--- src/rtl/mem_walker_pkg.sv ---
// Shared widths, event encoding and helpers for the stride memory walker.
package mem_walker_pkg;

  localparam int ADDR_WIDTH_DEF    = 48;
  localparam int ADDR_STRIDE_W_DEF = 16;
  localparam int LOOP_ID_W_DEF     = 5;
  localparam int NUM_LOOPS_DEF     = 8;
  localparam int ROW_LEN_W_DEF     = 16;

  // Widest operand the sign-extension helper handles; addresses must fit.
  localparam int SEXT_W = 64;

  // One action per cycle, resolved in this priority order.
  typedef enum logic [2:0] {
    EV_NONE,
    EV_INIT,
    EV_EXIT,
    EV_STEP,
    EV_ENTER
  } ev_e;

  function automatic logic [SEXT_W-1:0] sext(input logic [SEXT_W-1:0] v,
                                             input int unsigned       w);
    logic [SEXT_W-1:0] r;
    r = v;
    for (int i = 0; i < SEXT_W; i++) begin
      if (i >= int'(w)) r[i] = v[w-1];
    end
    return r;
  endfunction

endpackage

--- src/rtl/mem_walker_stride_table.sv ---
// Per-loop-level stride register file, filled sequentially by a write pointer.
module mem_walker_stride_table
  import mem_walker_pkg::*;
#(
  parameter int ADDR_STRIDE_W = ADDR_STRIDE_W_DEF,
  parameter int LOOP_ID_W     = LOOP_ID_W_DEF,
  parameter int NUM_LOOPS     = NUM_LOOPS_DEF
) (
  input  logic                     clk,
  input  logic                     reset,
  input  logic                     wr_v_i,
  input  logic [ADDR_STRIDE_W-1:0] wr_data_i,
  input  logic                     rewind_i,
  input  logic [LOOP_ID_W-1:0]     rd_idx_i,
  output logic [ADDR_STRIDE_W-1:0] rd_data_o,
  output logic                     ovf_o
);

  localparam int PTR_W = $clog2(NUM_LOOPS + 1);

  logic [NUM_LOOPS-1:0][ADDR_STRIDE_W-1:0] mem_q, mem_d;
  logic [PTR_W-1:0]                        wr_ptr_q, wr_ptr_d;
  logic                                    full;

  assign full  = (wr_ptr_q == PTR_W'(NUM_LOOPS));
  assign ovf_o = wr_v_i && full;

  always_comb begin
    mem_d    = mem_q;
    wr_ptr_d = wr_ptr_q;
    if (wr_v_i && !full) begin
      for (int i = 0; i < NUM_LOOPS; i++) begin
        if (wr_ptr_q == PTR_W'(i)) mem_d[i] = wr_data_i;
      end
      wr_ptr_d = wr_ptr_q + PTR_W'(1);
    end
    // A rewind in the same cycle as a write still lets the write land first.
    if (rewind_i) wr_ptr_d = '0;
  end

  always_comb begin
    rd_data_o = '0;
    for (int i = 0; i < NUM_LOOPS; i++) begin
      if (rd_idx_i == LOOP_ID_W'(i)) rd_data_o = mem_q[i];
    end
  end

  always_ff @(posedge clk) begin
    if (!reset) begin
      mem_q    <= '0;
      wr_ptr_q <= '0;
    end else begin
      mem_q    <= mem_d;
      wr_ptr_q <= wr_ptr_d;
    end
  end

endmodule

--- src/rtl/mem_walker_stride_wrap.sv ---
// Stride memory walker: one address per loop step, with runtime row/channel wrap,
// signed strides, per-level entry-point save/restore and sticky error flag.
module mem_walker_stride_wrap
  import mem_walker_pkg::*;
#(
  parameter int ADDR_WIDTH    = ADDR_WIDTH_DEF,
  parameter int ADDR_STRIDE_W = ADDR_STRIDE_W_DEF,
  parameter int LOOP_ID_W     = LOOP_ID_W_DEF,
  parameter int NUM_LOOPS     = NUM_LOOPS_DEF,
  parameter int ROW_LEN_W     = ROW_LEN_W_DEF
) (
  input  logic                     clk,
  input  logic                     reset,
  input  logic [ADDR_WIDTH-1:0]    base_addr,
  input  logic                     loop_ctrl_done,
  input  logic [LOOP_ID_W-1:0]     loop_index,
  input  logic                     loop_index_valid,
  input  logic                     loop_init,
  input  logic                     loop_enter,
  input  logic                     loop_exit,
  input  logic                     cfg_addr_stride_v,
  input  logic [ADDR_STRIDE_W-1:0] cfg_addr_stride,
  input  logic                     cfg_wrap_v,
  input  logic [ROW_LEN_W-1:0]     cfg_row_len,
  input  logic [ADDR_WIDTH-1:0]    cfg_chnl_stride,
  output logic [ADDR_WIDTH-1:0]    addr_out,
  output logic                     addr_out_valid,
  output logic                     cfg_err
);

  localparam int IDW1 = LOOP_ID_W + 1;

  logic [ADDR_STRIDE_W-1:0] stride_rd;
  logic                     stride_ovf;

  mem_walker_stride_table #(
    .ADDR_STRIDE_W (ADDR_STRIDE_W),
    .LOOP_ID_W     (LOOP_ID_W),
    .NUM_LOOPS     (NUM_LOOPS)
  ) u_stride_table (
    .clk       (clk),
    .reset     (reset),
    .wr_v_i    (cfg_addr_stride_v),
    .wr_data_i (cfg_addr_stride),
    .rewind_i  (loop_ctrl_done),
    .rd_idx_i  (loop_index),
    .rd_data_o (stride_rd),
    .ovf_o     (stride_ovf)
  );

  logic [NUM_LOOPS-1:0][ADDR_WIDTH-1:0] offset_q, offset_d;
  logic [ADDR_WIDTH-1:0] cur_addr_q, cur_addr_d;
  logic [ADDR_WIDTH-1:0] chnl_base_q, chnl_base_d;
  logic [ADDR_WIDTH-1:0] chnl_stride_q, chnl_stride_d;
  logic [ROW_LEN_W-1:0]  row_len_q, row_len_d;
  logic [ROW_LEN_W-1:0]  col_cnt_q, col_cnt_d;
  logic [ADDR_WIDTH-1:0] addr_out_q, addr_out_d;
  logic                  vld_q, vld_d;
  logic                  err_q, err_d;

  logic                  idx_ok, is_lvl0, wrap_hit, proto_err;
  logic [ADDR_WIDTH-1:0] stride_ext, offset_rd, next_base;
  ev_e                   ev;

  assign idx_ok     = ({1'b0, loop_index} < IDW1'(NUM_LOOPS));
  assign is_lvl0    = (loop_index == '0);
  assign stride_ext = ADDR_WIDTH'(sext(SEXT_W'(stride_rd), ADDR_STRIDE_W));
  assign next_base  = chnl_base_q + chnl_stride_q;
  assign wrap_hit   = is_lvl0 && (row_len_q != '0) &&
                      (col_cnt_q == row_len_q - ROW_LEN_W'(1));

  // Out-of-range level or exit colliding with a step; init overrides both.
  assign proto_err = !loop_init &&
                     ((!idx_ok && (loop_exit || loop_index_valid || loop_enter)) ||
                      (loop_exit && loop_index_valid));

  always_comb begin
    ev = EV_NONE;
    if (loop_init)                       ev = EV_INIT;
    else if (loop_exit && idx_ok)        ev = EV_EXIT;
    else if (loop_index_valid && idx_ok) ev = EV_STEP;
    else if (loop_enter && idx_ok)       ev = EV_ENTER;
  end

  always_comb begin
    offset_rd = '0;
    for (int i = 0; i < NUM_LOOPS; i++) begin
      if (loop_index == LOOP_ID_W'(i)) offset_rd = offset_q[i];
    end
  end

  always_comb begin
    offset_d      = offset_q;
    cur_addr_d    = cur_addr_q;
    chnl_base_d   = chnl_base_q;
    chnl_stride_d = chnl_stride_q;
    row_len_d     = row_len_q;
    col_cnt_d     = col_cnt_q;
    addr_out_d    = addr_out_q;
    vld_d         = 1'b0;
    err_d         = err_q | stride_ovf | proto_err;

    case (ev)
      EV_INIT: begin
        cur_addr_d  = base_addr;
        chnl_base_d = base_addr;
        col_cnt_d   = '0;
        for (int i = 0; i < NUM_LOOPS; i++) offset_d[i] = base_addr;
      end
      EV_EXIT: cur_addr_d = offset_rd;
      EV_STEP: begin
        addr_out_d = cur_addr_q;
        vld_d      = 1'b1;
        if (wrap_hit) begin
          chnl_base_d = next_base;
          cur_addr_d  = next_base;
          col_cnt_d   = '0;
        end else begin
          cur_addr_d = cur_addr_q + stride_ext;
          if (is_lvl0) col_cnt_d = col_cnt_q + ROW_LEN_W'(1);
        end
      end
      EV_ENTER: begin
        for (int i = 0; i < NUM_LOOPS; i++) begin
          if (loop_index == LOOP_ID_W'(i)) offset_d[i] = cur_addr_q;
        end
      end
      default: ;
    endcase

    if (cfg_wrap_v) begin
      row_len_d     = cfg_row_len;
      chnl_stride_d = cfg_chnl_stride;
    end
  end

  always_ff @(posedge clk) begin
    if (!reset) begin
      offset_q      <= '0;
      cur_addr_q    <= '0;
      chnl_base_q   <= '0;
      chnl_stride_q <= '0;
      row_len_q     <= '0;
      col_cnt_q     <= '0;
      addr_out_q    <= '0;
      vld_q         <= 1'b0;
      err_q         <= 1'b0;
    end else begin
      offset_q      <= offset_d;
      cur_addr_q    <= cur_addr_d;
      chnl_base_q   <= chnl_base_d;
      chnl_stride_q <= chnl_stride_d;
      row_len_q     <= row_len_d;
      col_cnt_q     <= col_cnt_d;
      addr_out_q    <= addr_out_d;
      vld_q         <= vld_d;
      err_q         <= err_d;
    end
  end

  assign addr_out       = addr_out_q;
  assign addr_out_valid = vld_q;
  assign cfg_err        = err_q;

endmodule

--- config.mk ---
export PLATFORM = sky130hd
export DESIGN_NAME = mem_walker_stride_wrap
export DESIGN_NICKNAME = d
export VERILOG_FILES = /design/src/rtl/mem_walker_pkg.sv /design/src/rtl/mem_walker_stride_table.sv /design/src/rtl/mem_walker_stride_wrap.sv
export SDC_FILE = /design/constraint.sdc
export NUM_CORES = 2
export LEC_CHECK = 0
export BUFFER_PORTS_ARGS = -buffer_cell sky130_fd_sc_hd__buf_2
export CAP_MARGIN = 5
export CORE_MARGIN = 1.5
export CORE_UTILIZATION = 30
export CTS_CLUSTER_SIZE = 20
export DETAILED_ROUTE_END_ITERATION = 7
export GPL_ROUTABILITY_DRIVEN = 0
export PLACE_DENSITY_LB_ADDON = 0.1
export SLEW_MARGIN = 20
export SYNTH_ARGS = -nofsm -noshare
export SYNTH_HDL_FRONTEND = slang
export SYNTH_HIERARCHICAL = 1
export SYNTH_SLANG_ARGS = --single-unit
--- constraint.sdc ---
create_clock -name clk -period 13.5 [get_ports clk]
set_input_delay 2.025 -clock clk [delete_from_list [all_inputs] [get_ports clk]]
set_output_delay 2.025 -clock clk [all_outputs]
set_load 0.03 [all_outputs]
======== Word-level counts from Yosys, hierarchy flattened ========
Index checks and enable logic that the tools add are counted.
word-level totals
  register bits after elaboration ......... 742
  input bits .............................. 142
  output and inout bits ................... 50
  logic and storage cells ................. 142
cells by class
  add/sub/neg operators ................... 5
  order comparisons ....................... 1
  eq/ne operators ......................... 30
  mux-type cells .......................... 37
  bitwise gates (word level) .............. 3
  reduce and logical (&&, ||, !) cells .... 41
operators with widths
  cell                                                                   number
  48-bit 2-to-1 mux                                                      18
  384-bit case mux with 2 select lines                                   1
  16-bit 2-to-1 mux                                                      10
  48-bit case mux with 3 select lines                                    1
  48-bit adder                                                           2
  48-bit case mux with 2 select lines                                    1
  2-bit AND reduction                                                    18
  16-bit case mux with 2 select lines                                    1
  5-bit by 3-bit == test with 1-bit output (second input constant)       4
  2-bit inequality test (second input constant)                          9
  16-bit by 1-bit adder with 16-bit output (second input constant)       1
  16-bit == test                                                         1
  4-bit by 3-bit == test with 1-bit output (second input constant)       4
  16-bit nonzero test                                                    1
  16-bit by 1-bit subtractor with 16-bit output (second input constant)  1
  3-bit 2-to-1 mux                                                       4
  5-bit by 2-bit == test with 1-bit output (second input constant)       2
  1-bit logical AND                                                      10
  4-bit by 2-bit == test with 1-bit output (second input constant)       2
  3-bit by 2-bit == test with 1-bit output (second input constant)       2
  5-bit by 1-bit == test with 1-bit output (second input constant)       1
  5-bit logical NOT                                                      1
  5-bit by 4-bit < comparator with 1-bit output (second input constant)  1
  4-bit by 1-bit adder with 4-bit output (second input constant)         1
  other kinds (14)                                                       20

======== Logic depth before layout (Yosys ltp) ========
  depth in word-level cells ............... 12
  gate-level depth with buffers ........... 19
  mapped depth without buffers ............ 17

======== Cells and area by module ========
Netlist, hierarchy kept.
by module, submodules not included
  module                   times used  cells an instance  area each (um2)  seq. area each (um2)
  mem_walker_stride_wrap   1           3699               30714.5          12211.7
  mem_walker_stride_table  1           805                6523.8           2642.5

======== Worst setup path after synthesis ========
OpenSTA, ideal clock, no wires.
  path type ............................... input to register
  start point ............................. input loop_index[4]
  end point ............................... register cur_addr_q[38]
  library setup time ...................... 119 ps
  data arrival time ....................... 7615 ps
  required time ........................... 13381 ps
  slack ................................... 5766 ps
  cell stages on the path ................. 16
  path buffers ............................ 1
  cell sequence ........................... or2_2 buf_2 o221ai_1 a221oi_1 nor3_1 ha_1 a21oi_1 nand2_1 a221o_1 a221o_1 a41oi_2 o21ai_1 a41oi_1 xor2_1 o21ai_0 o221a_2
on the way
  cells in the longest elaborated chain, start to end .. 12
  elaborated cells between the ends (all ways) .. 41
  classes of those cells .................. 1 x add/sub; 1 x order compare; 10 x eq/ne; 22 x mux; 7 x reduce/logical
RTL lines
  item                                   line                           RTL
  from (decl)                            mem_walker_stride_wrap.sv:16   input logic [LOOP_ID_W-1:0] loop_index,
  5-bit logical NOT                      mem_walker_stride_table.sv:44  if (rd_idx_i == LOOP_ID_W'(i)) rd_data_o = mem_q[i];
  16-bit 2-to-1 mux (7 in series)        mem_walker_stride_table.sv:44
  16-bit 2-to-1 mux *                    mem_walker_stride_table.sv:44
  via stride_rd[15]                      mem_walker_stride_wrap.sv:33   logic [ADDR_STRIDE_W-1:0] stride_rd;
  48-bit adder *                         mem_walker_stride_wrap.sv:119  cur_addr_d = cur_addr_q + stride_ext;
  48-bit 2-to-1 mux *                    mem_walker_stride_wrap.sv:114  if (wrap_hit) begin
  48-bit case mux with 3 select lines *  mem_walker_stride_wrap.sv:103  case (ev)
  to (signal assigned)                   mem_walker_stride_wrap.sv:150  cur_addr_q <= cur_addr_d;
  to (decl)                              mem_walker_stride_wrap.sv:52   logic [ADDR_WIDTH-1:0] cur_addr_q, cur_addr_d;
The timed path passes the listed nets; every way through them passes the cells marked *.
A chain may end at the register's enable or synchronous reset.

======== Worst setup path in the final report ========
  start point ............................. input loop_index[2]
  end point ............................... register cur_addr_q[47]
Same word-level chain as after synthesis.

==> flow_metrics.tcl <==
set metrics [dict create \
    status "complete, no violations" \
    fin_setup_tns_ns 0 \
    max_freq_mhz 146 \
    dr.pass1.iters 8 \
    drive_gt1_frac 0.104 \
    synth_warnings 6 \
    synth-edff-count 0 \
    period_share 0.509 \
    ios 192 \
    area_delta_synth_final_pct 13.3 \
    start_util 0.302 \
    core_um2 123000 \
    hold_violations 0 \
    clkTransAtPathRegs_ns 0.06 \
    numCtsBuffers 89 \
    grt_pass1_wl_um 213000 \
    p_per_area_nw_per_um2 131 \
    synth_seq_cells 742 \
    whs_ns 0.451 \
    cap_violations 0 \
    die_area_um2 126000 \
    clkLatencyLatePin_ns 0.71 \
    worstSetupStartpointType "primary input" \
    grt_overflow_total 0 \
    die_w_um 355 \
    totalWireLength_um 144000 \
    hpwl_um 97300 \
    crit_type "primary input to flip-flop" \
    end_kind "flip-flop" \
    grt_max_degree 181 \
    dr.first_iter.drc_count 3150 \
    crit_fanout 52 \
    worst_slew_pin_slew_ns 1.16 \
    syn_inst 4504 \
    slew_headroom 0.204 \
    track_usage 0.220 \
    io_buffers 191 \
    num_rows 129 \
    cts_tree "yes" \
    antenna_found_initial 7 \
    rsz0062_at_grt "no" \
    finalCriticalPeriod_ns 6.87 \
    synth_area_per_cell_um2 8.27 \
    vias 33400 \
    ant_nets 0 \
    ys_seq_area_frac 0.399 \
    wl_per_cell_um 23.3 \
    routed_via_density 5.41 \
    setup_viol 0 \
    postCtsResizedCells 0 \
    cts.sinks 742 \
    first_global_vias 31400 \
    cp.arrival_ns 7.43 \
    syn-num-nets 4749 \
    drv_slew 0 \
    cts.htree.levels 3 \
    hold_buffers 0 \
    cp.required_ns 14.06 \
    peakVddDrop_v 0.0000959 \
    async_flop_share 0 \
    min_path_type "flip-flop to flip-flop" \
    p_leak_nw 16.2 \
    synth.distinct_cells 89 \
    yosys_most_used_dff "dfxtp_1" \
    n_antenna_cell 0 \
    skew_ns 0.0481 \
    die_y_um 355 \
    root_buffer "clkbuf_16" \
    synth_area_um2 37200 \
    layout.nets 4712 \
    clock_path_buffers 3 \
    cts_setup_buffers 0 \
    drc 0 \
]
## metrics by stage
stage,instances,utilization,cell area (µm²),setup WS [ns],total power [W]
after floorplan,4504,-,37200,5.77,0.00291
after global placement,6013,0.318,39200,5.95,0.00316
after detailed placement,6013,0.318,39300,5.91,0.00316
after CTS,6173,0.342,42200,6.62,0.00559
after global routing,6173,0.342,42200,6.12,0.00576
final,6173,0.342,42200,6.63,0.00553
## power by group
group	leakage (nW)	internal, W	switching (W)	total (W)
Sequential	6.12	0.00231	0.0000834	0.00239
Clock	1.41	0.00136	0.00105	0.00241
Combinational	8.72	0.000247	0.000478	0.000725
Total	16.2	0.00392	0.00161	0.00553
## cell usage after synthesis, types with 8 or more instances
master     count  area share
o21ai_0      204       0.027
nand3_1       47      0.0063
xnor2_1       71       0.017
buf_1         77      0.0078
mux2i_1      187       0.050
nor2_1       649       0.065
o22ai_1       14      0.0024
a21boi_0     106       0.021
a311oi_1      17      0.0040
nand3_2        8      0.0022
nand4_1       30      0.0050
or3_1          9      0.0015
a21o_1        47      0.0095
buf_4         18      0.0036
a221o_1       23      0.0062
nand2_1      577       0.058
a21boi_1      27      0.0054
nor4_1        12      0.0020
a211oi_1     423       0.085
and2_1        12      0.0020
nor3_1        63      0.0085
a31oi_1       23      0.0039
a221oi_1      56       0.013
and3_1        11      0.0018
dfxtp_1      742        0.40
nand2b_1      26      0.0044
clkbuf_1     230       0.023
o21bai_1      16      0.0032
o21a_1        10      0.0020
nor2b_1       14      0.0024
inv_1         48      0.0048
buf_2         39      0.0052
ha_1         101       0.034
a21oi_1      270       0.036
a222oi_1      67       0.018
o221ai_1      21      0.0049
o21ai_1        9      0.0012
xor2_1        45       0.011
o2bb2ai_1     15      0.0035
o211ai_1      19      0.0038
## worst paths after layout
check	from	to	slack, ns	cells after the start
hold / removal	addr_out[41]$_SDFFE_PN0P_	addr_out[41]$_SDFFE_PN0P_	0.45	2
hold reg to reg	addr_out[41]$_SDFFE_PN0P_	addr_out[41]$_SDFFE_PN0P_	0.45	2
setup / recovery	loop_index[2]	cur_addr_q[47]$_SDFFE_PN0P_	6.63	16
setup reg to reg	u_stride_table/mem_q[88]$_SDFFE_PN0P_	cur_addr_q[47]$_SDFFE_PN0P_	8.57	15
## layer usage
metal / vias to the layer above / track usage / wire length (µm)
met2: 1010 / 0.323 / 59600
met5: - / 0 / 13
met1: 16000 / 0.337 / 72300
met4: 2 / 0.0490 / 2530
li1: 16300 / - / -
met3: 156 / 0.0299 / 9090
## worst max-delay path, cell delays in order
cell	delay, ns
buf_2	0.08
buf_4	0.44
nand4_1	0.77
o22ai_1	0.45
nor3_1	0.11
ha_1	0.43
nand4_1	0.17
nor4_1	0.61
nor2_1	0.13
a21o_1	0.23
a41oi_1	0.41
a41oi_1	0.41
o41ai_1	0.52
nor4_1	0.11
o41ai_2	0.35
o211ai_1	0.13
## cells in the final DEF (no fill, tap or decap), drive strengths merged, types with 45 or more instances in the layout
master  netlist  layout
xor2         45      45
a222oi       67      67
a21o         47      47
mux2i       187     187
dfxtp       742     742
a21oi       271     271
a211oi      423     423
buf         141     243
nand3        55      55
ha          101     101
xnor2        71      71
o21ai       213     213
nor3         69      69
inv          50      53
clkbuf      230     132
a21boi      133     133
a221oi       56      56
nor2        655     655
nand2       578     578
## sequential cells by signal (all words and copies together) (netlist names), 4 cells and up
name / cells
u_stride_table/wr_ptr_q: 4
offset_q: 384
chnl_stride_q: 48
chnl_base_q: 48
cur_addr_q: 48
u_stride_table/mem_q: 128
addr_out: 48
row_len_q: 16
col_cnt_q: 16
## logic make-up after synthesis
logic type      share of synthesized area
buf+inv                            0.0470
xor+xnor                           0.0273
simple gates                        0.171
compound gates                      0.267
fa+ha+maj                          0.0350
flops                               0.399
mux                                0.0547
## final cells by class
class                           count  area [µm²]
Inverter                           50         195
Multi-Input combinational cell   3341       20800
Clock inverter                     28         315
Timing Repair Buffer              243        1370
Sequential cell                   742       14900
Tap cell                         1637        2050
Clock buffer                      132        2590
Fill cell                       13000       81300
Note: power is estimated with default switching activity, not from simulation.
